==> src/rtl/axis_packet_arbiter.sv <==
// Packet-locked AXI-Stream arbiter: shares one sink between NUM_INPUTS sources,
// using round-robin or fixed-priority selection gated by a per-input enable mask.
module axis_packet_arbiter #(
  parameter int NUM_INPUTS     = 2,
  parameter int AXIS_BYTES     = 1,
  parameter int FIXED_PRIORITY = 0
) (
  input  logic                               clk,
  input  logic                               sresetn,
  input  logic [NUM_INPUTS-1:0]              en,
  output logic [NUM_INPUTS-1:0]              s_axis_tready,
  input  logic [NUM_INPUTS-1:0]              s_axis_tvalid,
  input  logic [NUM_INPUTS-1:0]              s_axis_tlast,
  input  logic [NUM_INPUTS*AXIS_BYTES*8-1:0] s_axis_tdata,
  input  logic                               m_axis_tready,
  output logic                               m_axis_tvalid,
  output logic                               m_axis_tlast,
  output logic [AXIS_BYTES*8-1:0]            m_axis_tdata,
  output logic [NUM_INPUTS-1:0]              grant,
  output logic                               busy
);

  localparam int          W     = AXIS_BYTES * 8;
  localparam int          IDX_W = $clog2(NUM_INPUTS);
  localparam int unsigned N_U   = NUM_INPUTS;

  localparam logic [0:0] IDLE  = 1'b0;
  localparam logic [0:0] GRANT = 1'b1;

  logic [0:0]            state;
  logic [IDX_W-1:0]      last_idx;
  logic [IDX_W-1:0]      grant_idx;
  logic [IDX_W-1:0]      win_idx;
  logic [NUM_INPUTS-1:0] req;
  logic [NUM_INPUTS-1:0] win_onehot;
  logic                  win_found;
  logic                  end_of_packet;
  int unsigned           cand;

  always_comb begin
    grant_idx = '0;
    for (int unsigned i = 0; i < N_U; i++) begin
      if (grant[IDX_W'(i)]) grant_idx = IDX_W'(i);
    end
  end

  // Scans run from lowest to highest priority so the last hit is the winner.
  always_comb begin
    req       = s_axis_tvalid & en;
    win_idx   = '0;
    win_found = 1'b0;
    cand      = 0;
    if (FIXED_PRIORITY != 0) begin
      for (int unsigned i = N_U; i > 0; i--) begin
        if (req[IDX_W'(i - 1)]) begin
          win_idx   = IDX_W'(i - 1);
          win_found = 1'b1;
        end
      end
    end else begin
      for (int unsigned k = N_U; k > 0; k--) begin
        cand = (32'(last_idx) + k) % N_U;
        if (req[IDX_W'(cand)]) begin
          win_idx   = IDX_W'(cand);
          win_found = 1'b1;
        end
      end
    end
    win_onehot = win_found ? (NUM_INPUTS'(1) << win_idx) : '0;
  end

  // grant is zero outside GRANT, so the AND-OR mux also drives zeros when idle.
  always_comb begin
    s_axis_tready = grant & {NUM_INPUTS{m_axis_tready}};
    m_axis_tvalid = |(grant & s_axis_tvalid);
    m_axis_tlast  = |(grant & s_axis_tlast);
    m_axis_tdata  = '0;
    for (int unsigned i = 0; i < N_U; i++) begin
      if (grant[IDX_W'(i)]) m_axis_tdata = m_axis_tdata | s_axis_tdata[i*W +: W];
    end
  end

  assign end_of_packet = m_axis_tvalid & m_axis_tready & m_axis_tlast;
  assign busy          = (state == GRANT);

  always_ff @(posedge clk or negedge sresetn) begin
    if (!sresetn) begin
      state    <= IDLE;
      grant    <= '0;
      last_idx <= IDX_W'(NUM_INPUTS - 1);
    end else begin
      case (state)
        IDLE: begin
          if (win_found) begin
            grant <= win_onehot;
            state <= GRANT;
          end
        end
        GRANT: begin
          if (end_of_packet) begin
            last_idx <= grant_idx;
            grant    <= '0;
            state    <= IDLE;
          end
        end
        default: begin
          grant <= '0;
          state <= IDLE;
        end
      endcase
    end
  end

endmodule

==> config.mk <==
export PLATFORM = sky130hd
export DESIGN_NAME = axis_packet_arbiter
export DESIGN_NICKNAME = d
export VERILOG_FILES = /design/src/rtl/axis_packet_arbiter.sv
export SDC_FILE = /design/constraint.sdc
export NUM_CORES = 1
export LEC_CHECK = 0
export ABC_AREA = 0
export BUFFER_PORTS_ARGS = -buffer_cell sky130_fd_sc_hd__buf_2
export CORE_AREA = 4 4 41 43
export DETAILED_ROUTE_END_ITERATION = 10
export DIE_AREA = 0 0 45 47
export PLACE_DENSITY = 0.58
export SLEW_MARGIN = 10
export SYNTH_ARGS = -nofsm -noshare
export SYNTH_HDL_FRONTEND = slang
export SYNTH_SLANG_ARGS = --single-unit
==> constraint.sdc <==
create_clock -name clk -period 1.83 [get_ports clk]
set_clock_uncertainty 0.2 [all_clocks]
set_input_delay 0.0915 -clock clk [delete_from_list [all_inputs] [get_ports clk]]
set_output_delay 0.0915 -clock clk [all_outputs]
set_load 0.02 [all_outputs]
Word-level counts from Yosys, hierarchy flattened
Index checks and enable logic that the tools add are counted.
{"block": "classes", "addsub": 2, "n_mul": 0, "div_mod_pow": 0, "order_cmp": 2, "eq_ne": 2, "n_shift": 1, "mux": 17, "bitwise_logic": 8, "n_reduce_logical": 4}
{"op": "2-to-1 mux 8 bit", "n": 2}
{"op": "2-to-1 mux 1 bit", "n": 11}
{"op": "AND 2 bit", "n": 4}
{"op": "OR 8 bit", "n": 1}
{"op": "less-than comparator 1 x 2 -> 1 bit (second input constant)", "n": 2}
{"op": "2-to-1 mux 2 bit", "n": 2}
{"op": "one-hot mux 2 bit (2 select lines)", "n": 1}
{"op": "AND reduction 2 bit", "n": 2}
{"op": "OR reduction 2 bit", "n": 2}
{"op": "adder 1 bit (second input constant)", "n": 2}
{"op": "AND 1 bit", "n": 2}
{"op": "inequality test 2 x 1 -> 1 bit (second input constant)", "n": 1}
{"op": "inequality test 2 bit (second input constant)", "n": 1}
{"op": "one-hot mux 1 bit (2 select lines)", "n": 1}
{"op": "<< shifter 1 x 1 -> 2 bit (first input constant)", "n": 1}
{"op": "inverter 1 bit", "n": 1}
{"block": "word_totals", "ff_bits": 4, "latchBits": 0, "mem_bits_rw": 0, "mem_bits_ro": 0, "input_bits": 25, "out_inout_bits": 15, "elab_cells": 39, "n_memories": 0}

Logic depth before layout (Yosys ltp)
{"block": "logic_depth", "word_depth": 8, "ltp_mapped": 3, "depth_no_buf": 3}

Worst setup path before layout
Ideal clock, no wire load.
{"block": "synth_timing", "kind": "register to register", "from": "register grant[0]", "to": "register last_idx", "setup_time_ps": 82, "arrival_time_ps": 1330, "t_required_ps": 1548, "path_slack_ps": 217, "stages_incl_launch_ff": 4, "path_buffers": 0, "period_less_slack_ps": 1613, "cell_sequence": "dfrtp_1 > a22o_1 > and4_4 > mux2_4"}
{"block": "synth_via", "elab_cells_between_ends": 7, "classes_between": "4 x bitwise; 3 x reduce/logical"}
{"element": "start, declared", "line": "19", "source": "output logic [NUM_INPUTS-1:0] grant,"}
{"element": "start signal, assigned", "line": "95", "source": "grant <= win_onehot;"}
{"element": "AND 2 bit", "line": "76", "source": "m_axis_tlast = |(grant & s_axis_tlast);"}
{"element": "OR reduction 2 bit", "line": "76"}
{"element": "named net m_axis_tlast", "line": "17", "source": "output logic m_axis_tlast,"}
{"element": "AND 1 bit", "line": "83", "source": "assign end_of_packet = m_axis_tvalid & m_axis_tready & m_axis_tlast;"}
{"element": "AND reduction 2 bit (no line)"}
{"element": "end signal, assigned", "line": "90", "source": "last_idx <= IDX_W'(NUM_INPUTS - 1);"}
{"element": "end signal, assigned", "line": "101", "source": "last_idx <= grant_idx;"}
{"element": "end, declared", "line": "31", "source": "logic [IDX_W-1:0] last_idx;"}
The timed path passes the listed nets, and every way through them passes these cells.
A chain may end at the register's enable or synchronous reset.

Final worst setup path
{"block": "layout_timing", "from": "input en[0]", "to": "register grant[0]"}
{"block": "layout_via", "elab_chain_len": 8, "elab_cells_between_ends": 14, "classes_between": "1 x eq/ne; 1 x shift; 10 x mux; 1 x bitwise; 1 x reduce/logical"}
{"element": "start, declared", "line": "10", "source": "input logic [NUM_INPUTS-1:0] en,"}
{"element": "AND 2 bit *", "line": "49", "source": "req = s_axis_tvalid & en;"}
{"element": "2-to-1 mux 1 bit (not written as such) (2 in series)", "line": "63", "source": "if (req[IDX_W'(cand)]) begin"}
{"element": "2-to-1 mux 1 bit (2 in series)", "line": "63"}
{"element": "<< shifter 1 x 1 -> 2 bit", "line": "69", "source": "win_onehot = win_found ? (NUM_INPUTS'(1) << win_idx) : '0;"}
{"element": "2-to-1 mux 2 bit", "line": "94", "source": "if (win_found) begin"}
{"element": "one-hot mux 2 bit (2 select lines)", "line": "92", "source": "case (state)"}
Mark *: on every way between the ends. The rest lies on a longest branch, timed or not. The select of a mux whose other input is x is not followed.

==> flow_summary_export.csv <==
group,metric,value,unit
global_route,antenna_found_initial,0,
worst_setup_path,crit_fanout,3,
synth,ys_seq_area_share,33.3,%
global_route,grt_pass1_vias,419,
cells_and_area,multiInputGateArea,184,sq um
clock_network,clk_pin_slew,40,ps
routing,wl_per_cell,13.0,um
routing,drt_iter0_markers,5,
sta,period_minus_slack,1630,ps
routing,final_antenna_net_count,0,
synth,syn_nets,57,
sta,whs,20.1,ps
sta,setup_viol,0,
job,cap_violations,0,
global_route,grt_overflow,0,
worst_setup_path,cp-start-kind,"input pin",
synth,ys_warn_count,0,
routing,vias_per_cell,4.66,
worst_setup_path,cp_data_arrival_time,1580,ps
global_route,grt_util_all_layers,12.3,%
sta,rsz0062_at_grt,"false",
clock_network,numCtsBuffers,3,
floorplan,core,1300,sq um
synth,ys_seq_elements,4,
worst_hold_path,min-delay-start,"s_axis_tvalid[1]",
cells_and_area,layout.cells.non_filler,94,
clock_network,ctsHtreeMaxLevel,1,
synth,netlist-cell-type-count,16,
routing,drt_wl_total,1.22,mm
sta,fmax,613,MHz
cells_and_area,regArea,101,sq um
outcome,outcome,"finished clean",
cells_and_area,syn_to_final_growth,95.5,%
floorplan,initial_core_util,23.4,%
pwr,ir_drop,728,uV
floorplan,die-area,2120,sq um
synth,mappedNetlistArea,304,sq um
sta,post-route-period-util,89.1,%
global_route,grt_first_pass_wirelength,1.85,mm
clock_network,clkLatencyLatePin,240,ps
floorplan,die_h,47,um
sta,tns,0,ps
routing,drc,0,
worst_setup_path,rrSetupSlack,340,ps
synth,synth_top_cell_area_share,28.8,%
synth,post-synth-top-area-cell,"a22o_1",
worst_setup_path,worstSetupPathType,"in2reg",
placement,place_inst,85,
placement,routabilityCongestion,0.756,
cells_and_area,nFillCells,141,
cells_and_area,final_common_cell,"buf_2",
placement,dpl_cell_area,518,sq um
synth,synth_area_leaders,"a22o_1, dfrtp_1, dfstp_2, o21ai_0, mux2_4",
floorplan,rows,13,
floorplan,fp.dieW,45,um
cells_and_area,drive_above_1_share,59.5,%
clock_network,cts_setup_buffers,0,
sta,slew_headroom,81.9,%
sta,tightest_slew,271,ps
floorplan,ios,40,
placement,portBuffers,39,
worst_setup_path,rr_worst_depth,3,
worst_hold_path,holdPathStages,4,
worst_setup_path,rr_startpoint,"grant[0]$_DFFE_PN0P_",
cells_and_area,nets,105,
routing,dr.pass1.iters,2,
clock_network,clock-sinks,4,
pwr,p_per_area,1380,nW/um^2
sta,timing_hold_violations_final,0,
global_route,grt_max_degree,13,
synth,syn-instance-count,32,
worst_hold_path,holdCritPathClass,"in2reg",
clock_network,cts.root.buffer_cell,"clkbuf_4",
worst_setup_path,critPathCaptureType,"flip-flop",
worst_setup_path,reg2reg_to,"last_idx$_DFFE_PN1P_",
worst_hold_path,whs_endpoint,"grant[0]$_DFFE_PN0P_",
synth,avgSynthCellArea,9.50,sq um
cells_and_area,antenna_cells,0,
cells_and_area,postLayoutCellArea,594,sq um
routing,via_count,438,
sta,drv_slew,0,
worst_setup_path,cp_data_required_time,1780,ps
clock_network,clock_path_buffers,2,
pwr,p_leak,0.000337,uW
cells_and_area,mostFrequentLayoutCells,"buf_2, a22o_1, dlygate4sd3_1",
clock_network,cts_tree,"done",
metal layers:
metal  global-route usage (%)  vias up  routed length [um]
met5                        0        -                   0
met4                     3.51        0                   0
met3                     7.66        0                 118
met2                     16.9       14                 591
met1                     15.8      200                 512
li1                         -      224                   -
power by group:
group          internal (uW)  switching (uW)  leakage (uW)  total, uW
Clock                   82.4            44.8     0.0000150        127
Combinational            225             303      0.000276        528
Sequential               124            38.5     0.0000456        162
Total                    431             387      0.000337        818
state kept, by name, summed over array words and instances (netlist names):
signal,cells
last_idx,1
grant,2
busy,1
kinds of logic (layout without fill, tap and decap cells):
family | after synthesis | count (layout) | synth area share, %
AO/OA/AOI/OAI | 17 | 17 | 44.0
AND/OR/NAND/NOR | 6 | 6 | 11.5
flip-flops | 4 | 4 | 33.3
buffers and inverters | 4 | 51 | 6.17
multiplexers | 1 | 1 | 4.94
how the worst max path moves through the flow:
stage / slack, ps / cells past startpoint / endpoint / start
6_report: 200 / 5 / grant[0]$_DFFE_PN0P_ / en[0]
5_1_grt: 140 / 5 / grant[0]$_DFFE_PN0P_ / en[0]
4_1_cts: 200 / 5 / grant[0]$_DFFE_PN0P_ / en[0]
3_5_place_dp: 360 / 3 / last_idx$_DFFE_PN1P_ / grant[0]$_DFFE_PN0P_
3_3_place_gp: 370 / 3 / last_idx$_DFFE_PN1P_ / grant[0]$_DFFE_PN0P_
2_1_floorplan: 220 / 3 / last_idx$_DFFE_PN1P_ / grant[0]$_DFFE_PN0P_
critical path, stage by stage:
cell           delay (ps)
dlygate4sd3_1         520
buf_2                 120
nand2_1                50
dlygate4sd3_1         550
o32ai_1               250
Yosys cell counts:
cell type	number
inv_1	1
o21ai_0	3
a21oi_1	1
clkbuf_1	2
dfstp_2	1
mux2_4	1
and4_4	1
dfrtp_1	3
nor2_1	1
o32ai_1	1
buf_4	1
nand2_1	2
a22o_1	10
a311o_1	1
a22oi_1	1
and2_1	2
cell type report:
type                            count  share of cell area (%)
Clock buffer                        4                    4.42
Inverter                            1                   0.632
Multi-Input combinational cell     24                    30.9
Sequential cell                     4                    17.1
Tap cell                           15                    3.16
Timing Repair Buffer               46                    43.8
per-stage QoR:
stage	util [%]	setup slack (ps)	power [uW]
after global placement	39.8	372	688
after detailed placement	39.8	356	691
final	45.7	199	818
after CTS	45.7	204	830
after global routing	45.7	138	879
after floorplan	-	217	506
repair_timing:
item	4_1_cts	5_1_grt
hold buffers	5	0
resized for setup	0	0
hold endpoints to repair	5	0
No activity file was read; power rests on OpenSTA's default activity.
